File: src/rtl/alu_pkg.sv
// Shared opcode, flag-index and FSM-state definitions for the sequential ALU.
package alu_pkg;

    localparam logic [3:0] OP_ADD  = 4'd0;
    localparam logic [3:0] OP_SUB  = 4'd1;
    localparam logic [3:0] OP_AND  = 4'd2;
    localparam logic [3:0] OP_OR   = 4'd3;
    localparam logic [3:0] OP_XOR  = 4'd4;
    localparam logic [3:0] OP_NAND = 4'd5;
    localparam logic [3:0] OP_NOR  = 4'd6;
    localparam logic [3:0] OP_XNOR = 4'd7;
    localparam logic [3:0] OP_NOT  = 4'd8;
    localparam logic [3:0] OP_SHL  = 4'd9;
    localparam logic [3:0] OP_SHR  = 4'd10;
    localparam logic [3:0] OP_SRA  = 4'd11;
    localparam logic [3:0] OP_ROL  = 4'd12;
    localparam logic [3:0] OP_CMP  = 4'd13;
    localparam logic [3:0] OP_MUL  = 4'd14;
    localparam logic [3:0] OP_DIV  = 4'd15;

    localparam int unsigned FLAG_ZERO  = 0;
    localparam int unsigned FLAG_CARRY = 1;
    localparam int unsigned FLAG_OVF   = 2;
    localparam int unsigned FLAG_DIV0  = 3;

    typedef enum logic [1:0] {
        StIdle,
        StMul,
        StDiv,
        StDone
    } alu_state_e;

endpackage

File: src/rtl/alu_seq_muldiv.sv
// Iterative unsigned datapath: shift-add multiply or restoring divide, one bit per cycle.
module alu_seq_muldiv #(
    parameter int unsigned WIDTH = 8
) (
    input  logic             clk,
    input  logic             rst,
    input  logic             start,
    input  logic             mode,
    input  logic [WIDTH-1:0] a,
    input  logic [WIDTH-1:0] b,
    output logic             done,
    output logic [WIDTH-1:0] hi,
    output logic [WIDTH-1:0] lo
);
    localparam int unsigned SHAMT_W = $clog2(WIDTH);
    localparam int unsigned CNT_W   = SHAMT_W + 1;

    logic [WIDTH-1:0] hi_q, hi_d, lo_q, lo_d, opd_q;
    logic             mode_q, run_q, run_d;
    logic [CNT_W-1:0] cnt_q, cnt_d;
    logic [WIDTH:0]   mul_sum, div_shift;

    // hi is the product high word / partial remainder; lo is the multiplier / dividend-quotient.
    // A zero divisor naturally yields an all-ones quotient and remainder equal to the dividend.
    always_comb begin
        mul_sum   = {1'b0, hi_q} + (lo_q[0] ? {1'b0, opd_q} : '0);
        div_shift = {hi_q, lo_q[WIDTH-1]};
        done      = run_q && (cnt_q == CNT_W'(WIDTH - 1));
        hi_d      = hi_q;
        lo_d      = lo_q;
        run_d     = run_q;
        cnt_d     = cnt_q;
        if (start) begin
            hi_d  = '0;
            lo_d  = a;
            run_d = 1'b1;
            cnt_d = '0;
        end else if (run_q) begin
            if (!mode_q) begin
                {hi_d, lo_d} = {mul_sum, lo_q[WIDTH-1:1]};
            end else if (div_shift >= {1'b0, opd_q}) begin
                hi_d = div_shift[WIDTH-1:0] - opd_q;
                lo_d = {lo_q[WIDTH-2:0], 1'b1};
            end else begin
                hi_d = div_shift[WIDTH-1:0];
                lo_d = {lo_q[WIDTH-2:0], 1'b0};
            end
            cnt_d = cnt_q + CNT_W'(1);
            if (done) begin
                run_d = 1'b0;
            end
        end
    end

    always_ff @(posedge clk) begin
        if (rst) begin
            hi_q   <= '0;
            lo_q   <= '0;
            opd_q  <= '0;
            mode_q <= 1'b0;
            run_q  <= 1'b0;
            cnt_q  <= '0;
        end else begin
            hi_q  <= hi_d;
            lo_q  <= lo_d;
            run_q <= run_d;
            cnt_q <= cnt_d;
            if (start) begin
                opd_q  <= b;
                mode_q <= mode;
            end
        end
    end

    assign hi = hi_q;
    assign lo = lo_q;

endmodule

File: src/rtl/alu_seq_param.sv
// Registered WIDTH-bit ALU with valid/ready handshakes, 16 opcodes and iterative MUL/DIV.
module alu_seq_param #(
    parameter int unsigned WIDTH = 8
) (
    input  logic             clk,
    input  logic             rst,
    input  logic             in_valid,
    output logic             in_ready,
    input  logic [WIDTH-1:0] a,
    input  logic [WIDTH-1:0] b,
    input  logic [3:0]       opcode,
    output logic             out_valid,
    input  logic             out_ready,
    output logic [WIDTH-1:0] x,
    output logic [WIDTH-1:0] y,
    output logic [3:0]       flags,
    output logic             busy
);
    import alu_pkg::*;

    localparam int unsigned SHAMT_W = $clog2(WIDTH);
    localparam int unsigned RSH_W   = SHAMT_W + 1;

    alu_state_e       state_q, state_d;
    logic             accept, is_md, md_start, md_done, show_md, md_zero;
    logic [WIDTH-1:0] md_hi, md_lo;
    logic [WIDTH-1:0] x_q, y_q;
    logic [3:0]       flags_q;
    logic             md_sel_q, md_div_q, div0_q;

    logic [WIDTH:0]   sum, dif;
    logic [SHAMT_W-1:0] shamt;
    logic [RSH_W-1:0] rsh;
    logic [WIDTH-1:0] res_x, res_y;
    logic             res_carry, res_ovf;
    logic [3:0]       res_flags;

    always_comb begin
        sum       = {1'b0, a} + {1'b0, b};
        dif       = {1'b0, a} - {1'b0, b};
        shamt     = b[SHAMT_W-1:0];
        rsh       = RSH_W'(WIDTH) - {1'b0, shamt};
        res_x     = '0;
        res_y     = '0;
        res_carry = 1'b0;
        res_ovf   = 1'b0;
        case (opcode)
            OP_ADD: begin
                res_x     = sum[WIDTH-1:0];
                res_y     = WIDTH'(sum[WIDTH]);
                res_carry = sum[WIDTH];
                res_ovf   = (a[WIDTH-1] == b[WIDTH-1]) && (sum[WIDTH-1] != a[WIDTH-1]);
            end
            OP_SUB: begin
                res_x     = dif[WIDTH-1:0];
                res_y     = WIDTH'(dif[WIDTH]);
                res_carry = dif[WIDTH];
                res_ovf   = (a[WIDTH-1] != b[WIDTH-1]) && (dif[WIDTH-1] != a[WIDTH-1]);
            end
            OP_AND:  res_x = a & b;
            OP_OR:   res_x = a | b;
            OP_XOR:  res_x = a ^ b;
            OP_NAND: res_x = ~(a & b);
            OP_NOR:  res_x = ~(a | b);
            OP_XNOR: res_x = ~(a ^ b);
            OP_NOT:  res_x = ~a;
            OP_SHL:  res_x = a << shamt;
            OP_SHR:  res_x = a >> shamt;
            OP_SRA:  res_x = $unsigned($signed(a) >>> shamt);
            OP_ROL:  res_x = (a << shamt) | (a >> rsh);
            OP_CMP:  res_x = {{(WIDTH - 3){1'b0}}, a > b, a == b, a < b};
            default: res_x = '0;
        endcase
        res_flags             = '0;
        res_flags[FLAG_ZERO]  = (res_x == '0);
        res_flags[FLAG_CARRY] = res_carry;
        res_flags[FLAG_OVF]   = res_ovf;
    end

    assign is_md    = (opcode == OP_MUL) || (opcode == OP_DIV);
    assign accept   = (state_q == StIdle) && in_valid;
    assign md_start = accept && is_md;

    always_comb begin
        state_d   = state_q;
        in_ready  = 1'b0;
        out_valid = 1'b0;
        busy      = 1'b0;
        case (state_q)
            StIdle: begin
                in_ready = 1'b1;
                if (in_valid) begin
                    state_d = (opcode == OP_MUL) ? StMul :
                              (opcode == OP_DIV) ? StDiv : StDone;
                end
            end
            StMul, StDiv: begin
                busy = 1'b1;
                if (md_done) begin
                    state_d = StDone;
                end
            end
            StDone: begin
                out_valid = 1'b1;
                if (out_ready) begin
                    state_d = StIdle;
                end
            end
            default: state_d = StIdle;
        endcase
    end

    always_ff @(posedge clk) begin
        if (rst) begin
            state_q  <= StIdle;
            x_q      <= '0;
            y_q      <= '0;
            flags_q  <= '0;
            md_sel_q <= 1'b0;
            md_div_q <= 1'b0;
            div0_q   <= 1'b0;
        end else begin
            state_q <= state_d;
            if (accept) begin
                md_sel_q <= is_md;
                md_div_q <= (opcode == OP_DIV);
                div0_q   <= (opcode == OP_DIV) && (b == '0);
                x_q      <= is_md ? '0 : res_x;
                y_q      <= is_md ? '0 : res_y;
                flags_q  <= is_md ? '0 : res_flags;
            end
        end
    end

    alu_seq_muldiv #(
        .WIDTH(WIDTH)
    ) u_muldiv (
        .clk  (clk),
        .rst  (rst),
        .start(md_start),
        .mode (opcode == OP_DIV),
        .a    (a),
        .b    (b),
        .done (md_done),
        .hi   (md_hi),
        .lo   (md_lo)
    );

    // MUL/DIV results are read straight from the datapath registers, which hold once done.
    always_comb begin
        show_md = (state_q == StDone) && md_sel_q;
        md_zero = (md_lo == '0) && (md_div_q || (md_hi == '0));
        x       = show_md ? md_lo : x_q;
        y       = show_md ? md_hi : y_q;
        flags   = show_md ? {div0_q, 2'b00, md_zero} : flags_q;
    end

endmodule
File: config.mk
export PLATFORM = sky130hd
export DESIGN_NAME = alu_seq_param
export DESIGN_NICKNAME = d
export VERILOG_FILES = /design/src/rtl/alu_pkg.sv /design/src/rtl/alu_seq_muldiv.sv /design/src/rtl/alu_seq_param.sv
export SDC_FILE = /design/constraint.sdc
export NUM_CORES = 1
export LEC_CHECK = 0
export ABC_CLOCK_PERIOD_IN_PS = 4400
export CAP_MARGIN = 5
export CORE_MARGIN = 3
export CORE_UTILIZATION = 35
export DETAILED_ROUTE_END_ITERATION = 16
export SLEW_MARGIN = 40
export SYNTH_ARGS = -nofsm -noshare
export SYNTH_HDL_FRONTEND = slang
export SYNTH_SLANG_ARGS = --single-unit
File: constraint.sdc
create_clock -name clk -period 4.4 [get_ports clk]
set_input_delay 1.1 -clock clk [delete_from_list [all_inputs] [get_ports clk]]
set_output_delay 1.1 -clock clk [all_outputs]
set_load 0.01 [all_outputs]
# [Word level (Yosys, flattened, before mapping)]
# Index checks and enable logic that the tools add are counted.
[word_totals] reg_bits=55 in_bits=24
[classes] n_mux=29 n_reduce_logical=20 eq_ne=27 n_shift=4 n_addsub=6 bitwise=8 magnitude_cmp=3
[op_table] op="case mux 8 bit (14 select lines)" n=1
[op_table] op="two-way mux 8 bit" n=10
[op_table] op="== test 4 bit (second input constant)" n=8
[op_table] op="logical NOT 8 bit" n=4
[op_table] op="NOT 8 bit" n=4
[op_table] op="== test 4 x 3 -> 1 bit (second input constant)" n=5
[op_table] op="bitwise OR 8 bit" n=2
[op_table] op="adder 8 x 8 -> 9 bit" n=1
[op_table] op="adder 8 x 9 -> 9 bit" n=1
[op_table] op=">= comparator 9 x 8 -> 1 bit" n=1
[op_table] op="subtractor 8 x 8 -> 9 bit" n=1
[op_table] op="AND 8 bit" n=1
[op_table] op="== test 4 x 2 -> 1 bit (second input constant)" n=2
[op_table] op="== test 8 bit" n=1
[op_table] op="greater-than comparator 8 bit" n=1
[op_table] op="logical AND 1 bit" n=8
[op_table] op="less-than comparator 8 bit" n=1
[op_table] op="two-way mux 1 bit" n=8
[op_table] op="two-way mux 2 bit" n=4
[op_table] op="left shift 8 x 3 -> 8 bit" n=1
[op_table] op=">> shifter 8 x 3 -> 8 bit" n=1
[op_table] op=">> shifter 8 x 4 -> 8 bit" n=1
[op_table] op=">>> shifter 8 x 3 -> 8 bit" n=1
[op_table] op="subtractor 8 bit" n=1
[op_table] op="19 further kinds" n=28

# [Logic depth before layout (Yosys ltp)]
# Gate-level depths: netlist (run 1).
[logic_depth] ltp_word=6 mapped_depth=13

# [Modules after synthesis]
# Synthesis (run 1) repeated with hierarchy kept, for this count alone.
[unflattened] cells_unflattened=761 hier_area_um2=5764.3
[modules_own_cells] module="alu_seq_param" n_inst=1 seq_area_each_um2=320.3 cells_per_inst=509 area_each_um2=3664.8
[modules_own_cells] module="alu_seq_muldiv" n_inst=1 seq_area_each_um2=600.6 cells_per_inst=252 area_each_um2=2099.5

# [Worst setup path before layout (run 1)]
# OpenSTA, ideal clock, no wires.
[synth_path] kind="input port to flip-flop" startpoint="input b[2]" endpoint="register flags_q[0]" cell_stages=13 arrival_time_ns=3.853 slack_ns=0.462 required_ns=4.316 path_cell_list="clkbuf_2 -> buf_1 -> inv_2 -> ha_1 -> buf_6 -> nor4_4 -> and2_1 -> nor3_1 -> or4_1 -> a221o_1 -> nor4_4 -> nand3_2 -> o31ai_2"
[synth_between] elab_chain_cells=6 elab_cells_between_ends=20 classes_between="3 x add/sub; 2 x order compare; 1 x eq/ne; 4 x shift; 2 x mux; 7 x bitwise; 1 x reduce/logical"
[synth_rtl] element="start: declaration" line="alu_seq_param.sv:10" source="input logic [WIDTH-1:0] b,"
[synth_rtl] element="subtractor 4 x 3 -> 4 bit" line="alu_seq_param.sv:42" source="rsh = RSH_W'(WIDTH) - {1'b0, shamt};"
[synth_rtl] element=">> shifter 8 x 4 -> 8 bit" line="alu_seq_param.sv:70" source="OP_ROL: res_x = (a << shamt) | (a >> rsh);"
[synth_rtl] element="bitwise OR 8 bit" line="alu_seq_param.sv:70"
[synth_rtl] element="case mux 8 bit (14 select lines) *" line="alu_seq_param.sv:47" source="case (opcode)"
[synth_rtl] element="logical NOT 8 bit *" line="alu_seq_param.sv:75" source="res_flags[FLAG_ZERO] = (res_x == '0);"
[synth_rtl] element="two-way mux 3 bit *" line="alu_seq_param.sv:130" source="flags_q <= is_md ? '0 : res_flags;"
[synth_rtl] element="end signal: assignment" line="alu_seq_param.sv:130"
[synth_rtl] element="end: declaration" line="alu_seq_param.sv:28" source="logic [3:0] flags_q;"
# Mark *: on every way between the ends. The rest lies on a longest branch, timed or not.
# A chain may end at the register's enable or synchronous reset.

# [Worst setup path after layout (run 1)]
[layout_path] startpoint="input a[0]" endpoint="register flags_q[0]"
[layout_between] elab_chain_cells=5 elab_cells_between_ends=20 classes_between="2 x add/sub; 2 x order compare; 1 x eq/ne; 4 x shift; 2 x mux; 8 x bitwise; 1 x reduce/logical"
[layout_rtl] element="start: declaration" line="alu_seq_param.sv:9" source="input logic [WIDTH-1:0] a,"
[layout_rtl] element="branches (longest 2 deep; another with subtractor 8 x 8 -> 9 bit)"
[layout_rtl] element="case mux 8 bit (14 select lines) *" line="alu_seq_param.sv:47"
[layout_rtl] element="logical NOT 8 bit *" line="alu_seq_param.sv:75"
[layout_rtl] element="two-way mux 3 bit *" line="alu_seq_param.sv:130"
# Every way passes the cells marked *.

==> impl_results.rst, run 1 <==
.. list-table::
   :header-rows: 1

   * - Metric
     - Value
   * - Portion of synthesized cell area occupied by the leading cell type
     - 0.166
   * - Iter 0 DRT Violations
     - 576
   * - Post-synthesis average cell area
     - 7.59 µm²
   * - Setup repair after global routing missed its margin
     - false
   * - Gr usage total
     - 0.204
   * - Count of inserted antenna diode cells
     - 0
   * - Port Buffers
     - 46
   * - Number of cells produced by synthesis
     - between 700 and 800
   * - Final number of max-transition violations
     - 0
   * - Yosys reg bits
     - 46
   * - Top post-synthesis cells by area
     - sky130_fd_sc_hd__dfxtp_1 17%, sky130_fd_sc_hd__ha_1 10%, sky130_fd_sc_hd__a21oi_1 5.2%
   * - Starting density of the core
     - 0.361
   * - Number of rows created at floorplan
     - 45
   * - Upper clock frequency limit
     - approximately 250 MHz
   * - Critical Path End Type
     - flip-flop
   * - Max_slew headroom
     - 0.413
   * - Clock slew at reported path FFs
     - 70 ps
   * - IO Pins
     - 47
   * - Power per Cell Area
     - about 270 nW/µm²
   * - Final #Nets
     - approximately 860
   * - Via count normalized by instance count
     - slightly below 6
   * - Clock tree from TritonCTS
     - done
   * - Period Utilization, post-route
     - 0.918
   * - Kind of start point of the critical path
     - input pin
   * - Final-report setup violation count
     - 0
   * - Post-route cell area
     - 6590 µm²
   * - Sequential fraction of the synthesis area
     - 0.166
   * - Share of final-layout standard cells stronger than drive strength 1
     - 0.132
   * - Die width
     - 132 µm
   * - Worst-case vdd ir drop
     - 0.000152 V
   * - Vias in the first global route
     - 5206
   * - WP data required
     - about 4600 ps
   * - Share of async-settable or async-resettable flops after synthesis
     - 0
   * - Clock root buffer
     - sky130_fd_sc_hd__clkbuf_16
   * - Post-CTS sizing
     - 0
   * - Half-perimeter wire length after detailed placement
     - 14200 µm
   * - Area overhead of the layout relative to synthesis
     - 18.7%
   * - Post-synthesis cell type with the largest combined area
     - sky130_fd_sc_hd__dfxtp_1
   * - Final worst path period need
     - 4040 ps
   * - Netlist area before placement
     - 5550 µm²
   * - MaxCap Viol Count
     - 0
   * - Overall power consumption
     - between 1.5 and 2 mW
   * - Hold buffer count at CTS
     - 0
   * - Number of enable flip-flop cells after synthesis
     - 0
   * - Total clock buffers created by CTS
     - 5
   * - Post-CTS setup-driven buffer insertion count
     - 0
   * - Detailed Route WL
     - 18300 µm
   * - Arr. time, crit path
     - between 4000 and 5000 ps
   * - WL/cell
     - about 18 µm
   * - Transition time at the pin with the least slew margin
     - 878 ps
   * - Main flop type after synthesis
     - sky130_fd_sc_hd__dfxtp_1
   * - Clock tree skew after final layout
     - 8.10 ps
   * - Residual antenna-violating net count after detailed routing
     - 0
   * - Drt first pass iters
     - 5
   * - Antenna violations before repair
     - 0
   * - Chip Height
     - about 130 µm
   * - Global-route wire length before repair
     - between 20000 and 30000 µm
   * - Post-synthesis cell type count
     - between 70 and 80
   * - Critical path type
     - in2reg
   * - Worst hold-check path type
     - reg2reg
   * - Post-DP Area
     - about 6400 µm²
   * - # DRC
     - 0
   * - Full die area
     - 17400 µm²
   * - Vias after detailed routing
     - about 5800
   * - Number of hold violations in the final report
     - 0
   * - Leakage dissipation
     - between 2 and 3 nW
   * - Number of H-tree levels
     - 2
   * - Result of the run
     - completed
   * - Clock network latency to the later pin of the worst-skew pair
     - 290 ps
   * - Clock Sink Count
     - 46
   * - Pin count of the biggest net entering global routing
     - 33
   * - Yosys warning count
     - 0
   * - Maximum clock path buffer count
     - 2
   * - Final GP Congestion
     - 0.939
   * - Floorplan core area
     - 15400 µm²
   * - Maximum fanout encountered on the critical timing path
     - 6
   * - Setup TNS after final layout
     - 0 ps
   * - Grt ovf
     - 0
   * - Synthesized netlist net count
     - 805
-- cell usage after synthesis (all sizes together) (8+ instances only) --
library cell  count
nand2            75
a21oi            58
nor2             57
dfxtp            46
ha               45
inv              44
o21ai            31
clkbuf           30
mux2i            26
buf              23
nor3             21
a211oi           19
and2             16
o211ai           16
mux2             15
nand3            15
nand2b           14
nor4             12
and3             10
mux4             10
nand4             9
nor2b             8
-- flip-flops by register name (all words and copies together), names as in the netlist --
signal	cells
state_q	2
div0_q	1
u_muldiv.mode_q	1
md_div_q	1
x_q	8
u_muldiv.cnt_q	4
u_muldiv.lo	8
u_muldiv.hi	8
md_sel_q	1
flags_q	3
u_muldiv.run_q	1
u_muldiv.opd_q	8
-- report_power, final --
part / internal, mW / leakage [nW] / total [mW] / switching [mW]
Clock: 0.269 / 0.0842 / 0.431 / 0.162
Combinational: 0.370 / 2.08 / 0.837 / 0.468
Sequential: 0.461 / 0.374 / 0.500 / 0.0388
Total: 1.10 / 2.53 / 1.77 / 0.668
-- final timing paths --
kind,startpoint,to,slack [ps],cells past startpoint
worst max-delay path,a[0],flags_q[0]$_SDFFE_PP0P_,360,12
worst min-delay path,div0_q$_SDFFE_PP0P_,div0_q$_SDFFE_PP0P_,460,2
worst max register to register,u_muldiv.opd_q[1]$_SDFFE_PP0P_,u_muldiv.hi[5]$_SDFFE_PP0P_,1400,10
worst min register to register,div0_q$_SDFFE_PP0P_,div0_q$_SDFFE_PP0P_,460,2
-- cell families (layout without fill, tap and decap cells) --
logic type / after synthesis / count (layout) / share of synthesized area
AOI/OAI and AO/OA: 216 / 216 / 0.269
xor gates and xnor gates: 12 / 12 / 0.0203
adders and majority gates: 49 / 49 / 0.116
buffers and inverters: 98 / 149 / 0.0719
DFF: 46 / 46 / 0.166
muxes: 51 / 51 / 0.118
and+or+nand+nor: 260 / 260 / 0.240
-- routing by layer --
| layer | track usage | wire (µm) | vias up |
|---|---|---|---|
| met4 | 0.0397 | 272 | 0 |
| li1 | - | - | 2793 |
| met3 | 0.0286 | 1410 | 25 |
| met2 | 0.315 | 8110 | 252 |
| met1 | 0.304 | 8540 | 2710 |
| met5 | 0 | 0 | - |
-- final cells by class --
type | instances | area [µm²]
repair buffers | 96 | 836
well taps | 211 | 264
clock buffers | 5 | 125
fillers | 1575 | 8780
multi-input cells | 588 | 4230
clock inverters | 3 | 43.8
flip-flops and latches | 46 | 922
inverters | 45 | 169
-- critical path, cell delays in order --
cell                              delay [ps]
sky130_fd_sc_hd__clkdlybuf4s50_1         590
sky130_fd_sc_hd__inv_1                    90
sky130_fd_sc_hd__ha_1                    230
sky130_fd_sc_hd__fa_1                    420
sky130_fd_sc_hd__o21bai_1                210
sky130_fd_sc_hd__a21oi_1                 120
sky130_fd_sc_hd__a221o_1                 320
sky130_fd_sc_hd__a211o_1                 330
sky130_fd_sc_hd__a221oi_1                270
sky130_fd_sc_hd__and4bb_2                270
sky130_fd_sc_hd__nand3_2                  80
sky130_fd_sc_hd__o31ai_2                 210
-- placed cells by master, fill, tap and decap left out, types with 7 or more instances in the layout --
| cell | count |
|---|---|
| sky130_fd_sc_hd__a211oi_1 | 19 |
| sky130_fd_sc_hd__o21a_1 | 7 |
| sky130_fd_sc_hd__o21ai_0 | 31 |
| sky130_fd_sc_hd__nor2_1 | 57 |
| sky130_fd_sc_hd__nor2b_1 | 8 |
| sky130_fd_sc_hd__nand2_1 | 75 |
| sky130_fd_sc_hd__nand4_1 | 9 |
| sky130_fd_sc_hd__clkdlybuf4s50_1 | 46 |
| sky130_fd_sc_hd__and2_1 | 15 |
| sky130_fd_sc_hd__nor3_1 | 21 |
| sky130_fd_sc_hd__dfxtp_1 | 45 |
| sky130_fd_sc_hd__and3_1 | 10 |
| sky130_fd_sc_hd__nor4_1 | 9 |
| sky130_fd_sc_hd__a21oi_1 | 58 |
| sky130_fd_sc_hd__mux2_2 | 15 |
| sky130_fd_sc_hd__o211ai_1 | 16 |
| sky130_fd_sc_hd__mux4_2 | 10 |
| sky130_fd_sc_hd__nand2b_1 | 14 |
| sky130_fd_sc_hd__inv_1 | 43 |
| sky130_fd_sc_hd__buf_4 | 50 |
| sky130_fd_sc_hd__mux2i_1 | 26 |
| sky130_fd_sc_hd__ha_1 | 45 |
| sky130_fd_sc_hd__nand3_1 | 14 |
-- stage by stage --
step                setup slack [ps]  cells  hold WS (ps)  utilization
detailed placement               124    986           456        0.418
global route                     171    994           487        0.429
global placement                 128    986           451        0.418
CTS                              398    994           465        0.429
finish                           361    994           463        0.429
floorplan                        462    732           427            -
No activity file was read; power rests on OpenSTA's default activity.
==> run 2, diff against run 1 <==
- CTS_CLUSTER_DIAMETER: unset -> 150
==> results of run 2 <==
Final layout, timing and power as in run 1 (identical DEF).
==> run 3, diff against run 2 <==
- SKIP_LAST_GASP: unset -> 1
==> results of run 3 <==
Final layout, timing and power as in run 1 (identical DEF).
